## src/rtl/pipe_io_port.sv

```systemverilog
// Memory-mapped I/O port on the pipeline MEM stage: two synchronized switch inputs, one output register and a write counter.
// Optional input debouncing is enabled by defining IO_DEBOUNCE_EN.
module pipe_io_port #(
  parameter int DEBOUNCE_CYCLES = 16
) (
  input  logic        clock,
  input  logic        reset,
  input  logic        io_we,
  input  logic        io_re,
  input  logic [7:0]  io_addr,
  input  logic [31:0] io_wdata,
  output logic [31:0] io_rdata,
  output logic        io_rvalid,
  input  logic [3:0]  in_port0,
  input  logic [3:0]  in_port1,
  output logic [31:0] out_port0,
  output logic        in_change
);

  localparam logic [2:0] OFF_IN0    = 3'd0;
  localparam logic [2:0] OFF_IN1    = 3'd1;
  localparam logic [2:0] OFF_OUT0   = 3'd2;
  localparam logic [2:0] OFF_STATUS = 3'd3;
  localparam logic [2:0] OFF_WCNT   = 3'd4;

  if (DEBOUNCE_CYCLES < 2 || DEBOUNCE_CYCLES > 65535) begin : g_bad_cfg
    $error("pipe_io_port: DEBOUNCE_CYCLES must lie in 2..65535");
  end

`ifdef IO_DEBOUNCE_EN
  localparam logic [15:0] CNT_LAST = 16'(DEBOUNCE_CYCLES - 1);
`endif

  logic [3:0] port_raw   [2];
  logic [3:0] stable_val [2];
  logic       stable_chg [2];

  assign port_raw[0] = in_port0;
  assign port_raw[1] = in_port1;

  // Per-input conditioning: 2-flop synchronizer, then optional debounce filter.
  for (genvar gi = 0; gi < 2; gi++) begin : g_port
    logic [3:0] sync_a_reg;
    logic [3:0] sync_b_reg;

    always_ff @(posedge clock) begin
      if (reset) begin
        sync_a_reg <= '0;
        sync_b_reg <= '0;
      end else begin
        sync_a_reg <= port_raw[gi];
        sync_b_reg <= sync_a_reg;
      end
    end

`ifdef IO_DEBOUNCE_EN
    logic [3:0]  stable_reg, stable_next;
    logic [3:0]  cand_reg, cand_next;
    logic [15:0] cnt_reg, cnt_next;

    // cand_reg is the value being timed; cnt_reg counts its consecutive samples.
    always_comb begin
      stable_next = stable_reg;
      cand_next   = cand_reg;
      cnt_next    = cnt_reg;
      if (sync_b_reg == stable_reg) begin
        cand_next = stable_reg;
        cnt_next  = '0;
      end else if (sync_b_reg != cand_reg) begin
        cand_next = sync_b_reg;
        cnt_next  = 16'd1;
      end else if (cnt_reg == CNT_LAST) begin
        stable_next = sync_b_reg;
        cnt_next    = '0;
      end else begin
        cnt_next = cnt_reg + 16'd1;
      end
    end

    always_ff @(posedge clock) begin
      if (reset) begin
        stable_reg <= '0;
        cand_reg   <= '0;
        cnt_reg    <= '0;
      end else begin
        stable_reg <= stable_next;
        cand_reg   <= cand_next;
        cnt_reg    <= cnt_next;
      end
    end

    assign stable_val[gi] = stable_reg;
    assign stable_chg[gi] = (stable_next != stable_reg);
`else
    assign stable_val[gi] = sync_b_reg;
    assign stable_chg[gi] = (sync_a_reg != sync_b_reg);
`endif
  end

  logic [31:0] out_reg;
  logic [31:0] wcnt_reg;
  logic [1:0]  status_reg, status_next;
  logic [31:0] rdata_reg, rdata_next;
  logic        rvalid_reg;
  logic [31:0] rd_mux;
  logic        addr_hit;
  logic [2:0]  reg_off;
  logic        wr_out;
  logic        rd_status;
  logic        unused_addr_lsb;

  assign addr_hit        = (io_addr[7:5] == 3'b000);
  assign reg_off         = io_addr[4:2];
  assign wr_out          = io_we && addr_hit && (reg_off == OFF_OUT0);
  assign rd_status       = io_re && addr_hit && (reg_off == OFF_STATUS);
  assign unused_addr_lsb = ^io_addr[1:0];

  // Read mux sees pre-edge state, so a same-cycle OUT0 write reads back the old value.
  always_comb begin
    rd_mux = '0;
    if (addr_hit) begin
      case (reg_off)
        OFF_IN0:    rd_mux = {28'd0, stable_val[0]};
        OFF_IN1:    rd_mux = {28'd0, stable_val[1]};
        OFF_OUT0:   rd_mux = out_reg;
        OFF_STATUS: rd_mux = {30'd0, status_reg};
        OFF_WCNT:   rd_mux = wcnt_reg;
        default:    rd_mux = '0;
      endcase
    end
  end

  // A change accepted on the clearing edge wins over the clear.
  always_comb begin
    status_next = rd_status ? 2'b00 : status_reg;
    status_next = status_next | {stable_chg[1], stable_chg[0]};
    rdata_next  = io_re ? rd_mux : rdata_reg;
  end

  always_ff @(posedge clock) begin
    if (reset) begin
      out_reg    <= '0;
      wcnt_reg   <= '0;
      status_reg <= '0;
      rdata_reg  <= '0;
      rvalid_reg <= 1'b0;
    end else begin
      if (wr_out) begin
        out_reg  <= io_wdata;
        wcnt_reg <= wcnt_reg + 32'd1;
      end
      status_reg <= status_next;
      rdata_reg  <= rdata_next;
      rvalid_reg <= io_re;
    end
  end

  assign io_rdata  = rdata_reg;
  assign io_rvalid = rvalid_reg;
  assign out_port0 = out_reg;
  assign in_change = |status_reg;

endmodule

```

## config.mk

```make
export PLATFORM = sky130hd
export DESIGN_NAME = pipe_io_port
export DESIGN_NICKNAME = d
export VERILOG_FILES = /design/src/rtl/pipe_io_port.sv
export SDC_FILE = /design/constraint.sdc
export NUM_CORES = 1
export LEC_CHECK = 0
export CAP_MARGIN = 15
export CORE_UTILIZATION = 54
export CTS_CLUSTER_SIZE = 30
export DETAILED_ROUTE_END_ITERATION = 8
export PLACE_DENSITY = 0.86
export SETUP_SLACK_MARGIN = 0.5
export SYNTH_ARGS = -nofsm -noshare
export SYNTH_HDL_FRONTEND = slang
export SYNTH_SLANG_ARGS = --single-unit
```

## constraint.sdc

```tcl
create_clock -name clock -period 3.3 [get_ports clock]
set_input_delay 0.66 -clock clock [delete_from_list [all_inputs] [get_ports clock]]
set_output_delay 0.66 -clock clock [all_outputs]
set_load 0.05 [all_outputs]
```

==> metrics <==
area leader, netlist dfxtp_1; CP endpoint kind output pin; Final setup viols 0; Clock Skew 0.008054 ns; Synth area leaders dfxtp_1, a21oi_1, nor2b_1, nand2_1, a22o_1; total number of vias 4795; VDD IR-drop max 334.4 uV; status complete, but fails checks; simple-gate portion of the synthesized area 0.2721; TritonCTS clock tree yes; critical path depth 2; PwrDens 522.8 mW/mm^2; fraction of synthesized cell area in xor and xnor cells 0.02612; fin cells 807; adder-cell share of the synthesized area 0.002488; largest net degree at the start of global routing 61; fin crit share 0.7653; Post-CTS Setup Bufs 0; top-level I/O count 118; Worst Setup Path Type reg -> out; syn nets 633; post-synthesis mux area share 0.01294; Main synth FF type dfxtp_1; die area 0.009704 sq mm; fin area 0.006860 sq mm; total power 3586 uW; Post-Route WL 13770 um; CTS Sinks 115; post-CTS sizing 0; CP required 2.64 ns; fin crit period 2.525 ns; dpl cells 774; CP arrival 1.87 ns; clock latency on the worst-skew pair 0.52 ns; P_leak 0.002378 uW; ys async rst share 0; Synth Register Bits 115; average size of a mapped cell 8.672 sq um; synthesis warning total 0; Max clock buf depth 2; Nets 739; fin util 0.7753; first-pass GRT wire length 22560 um; diode count 0; share of cells above drive strength 1 0.09728; initial antenna violation count 0; EDFF count, synth 0; relative slew slack 0.5224; Slew Viols, Final 0; post-DP HPWL 8608 um; worst slew pin tran 0.7132 ns; final hold violation count 0; RSZ-0062 raised after global routing no; Reg area 0.002302 sq mm; Starting Density 0.5684; Cell Area, Placed 0.006201 sq mm; max cap viols 0; CTS Hold Buffers Added 0; Seq/Total Area, Yosys 0.4577; failing checks DRC; H-tree Lvls 4; main combinational cell family by area after synthesis simple AND/OR/NAND/NOR gates; ANT nets after route 0; initial DRC count 395; TNS Setup 0 ns; HP Class reg -> reg; Setup crit start kind flip-flop; Worst R2R Path Depth 4; Vias/cell 5.942; number of port buffers 115; delay-heaviest family, CP buffers and inverters; worst-path maximum fanout 3; number of global-route vias before repair 4694; hold depth 2; Max Clk Rate 0.3960 GHz; sum of buffers and inverters on the critical path 1; compound-cell area share of the yosys netlist 0.1811; # fillers 619; # rows 34; Netlist cell types 46; Die Ht 98.51 um; total global-route track usage 0.2913; top cell type's share of synthesized area 0.4577; ordered list of cells on the worst path or2_2, clkdlybuf4s50_1; area occupied by multi-input gates 0.002494 sq mm; placer congestion estimate 0.8194; remaining global-route overflow 0; CTS Root Cell clkbuf_8; number of remaining DRC errors 4; die span in x 98.51 um; Slowest-stage cell, CP clkdlybuf4s50_1; TritonCTS Buffers 17; Core Area 0.008848 sq mm; synthesis-to-layout area growth 36.39%; mapped cell area 0.005030 sq mm; clk slew on worst S/H paths 0.06 ns; DRT Pass-1 Iters 9; Syn Inst Count 580; CP peak stage delay 0.71 ns; Routed WL per cell 17.07 um
## power by group
part / internal (uW) / switching (uW)
registers: 1400 / 10.2
clock network: 1310 / 679
logic: 90.9 / 95.2
total: 2800 / 784
## tightest hold or removal path, stage by stage (launching register included)
cell and delay [ns]:
dfxtp_1 0.32, nand2_1 0.06, a21oi_1 0.05
## final cells by class
cell class | count | share of cell area
sequential | 115 | 0.3356
multi-input combinational | 421 | 0.3635
clock inverter | 15 | 0.03356
inverter | 1 | 0.0005471
timing repair buffer | 130 | 0.1868
clock buffer | 17 | 0.06037
tap | 108 | 0.01970
## cells in the mapped netlist, types with 6 or more instances
cell type	n
a21oi_1	89
a22o_1	28
clkbuf_1	29
dfxtp_1	115
nand2_1	72
nand3_1	8
nand4_1	18
nor2_1	40
nor2b_1	52
o21ai_0	10
o31ai_1	15
or3_1	6
or4_1	15
xnor2_1	9
xor2_1	6
## cell families (layout without fill, tap and decap cells)
logic type / Yosys count / in the layout
xor gates and xnor gates: 15 / 15
DFF: 115 / 115
AOI/OAI and AO/OA: 150 / 150
buffers and inverters: 44 / 163
adders and majority gates: 1 / 1
muxes: 6 / 6
and+or+nand+nor: 249 / 249
## metrics by stage
stage	worst slack (ns)	hold WS, ns
2_1_floorplan	1.270	0.4574
3_3_place_gp	0.5313	0.4647
3_5_place_dp	0.4435	0.4715
4_1_cts	0.7745	0.4802
5_1_grt	0.7412	0.4953
6_report	0.7745	0.4774
## per-layer routing
layer	wire length [um]	global-route usage
met5	0	0
met4	321	0.1240
met2	7037	0.5081
met3	785	0.07092
met1	5628	0.3422
## layout by cell type, fill, tap and decap left out, types with 5 or more instances in the layout
cell type        instances
bufinv_16                5
or4_1                   15
clkdlybuf4s50_1        114
buf_4                   14
o31ai_1                 15
clkbuf_16               16
or3_1                    6
nand3_1                  8
xor2_1                   6
o21ai_0                 10
nor2_1                  40
xnor2_1                  9
nand2_1                 72
a22o_1                  28
nand4_1                 18
dfxtp_1                115
nor2b_1                 50
a21oi_1                 89
## path summary, 6_finish.rpt
path,endpoint,slack [ns],from
worst max-delay path,in_change,0.77,status_reg[1]$_SDFF_PP0_
worst min register to register,out_port0[16]$_SDFFE_PP0P_,0.48,out_port0[16]$_SDFFE_PP0P_
worst max register to register,wcnt_reg[28]$_SDFFE_PP0P_,1.19,wcnt_reg[3]$_SDFFE_PP0P_
worst min-delay path,out_port0[16]$_SDFFE_PP0P_,0.48,out_port0[16]$_SDFFE_PP0P_
Power figures use the tool's default switching activity.
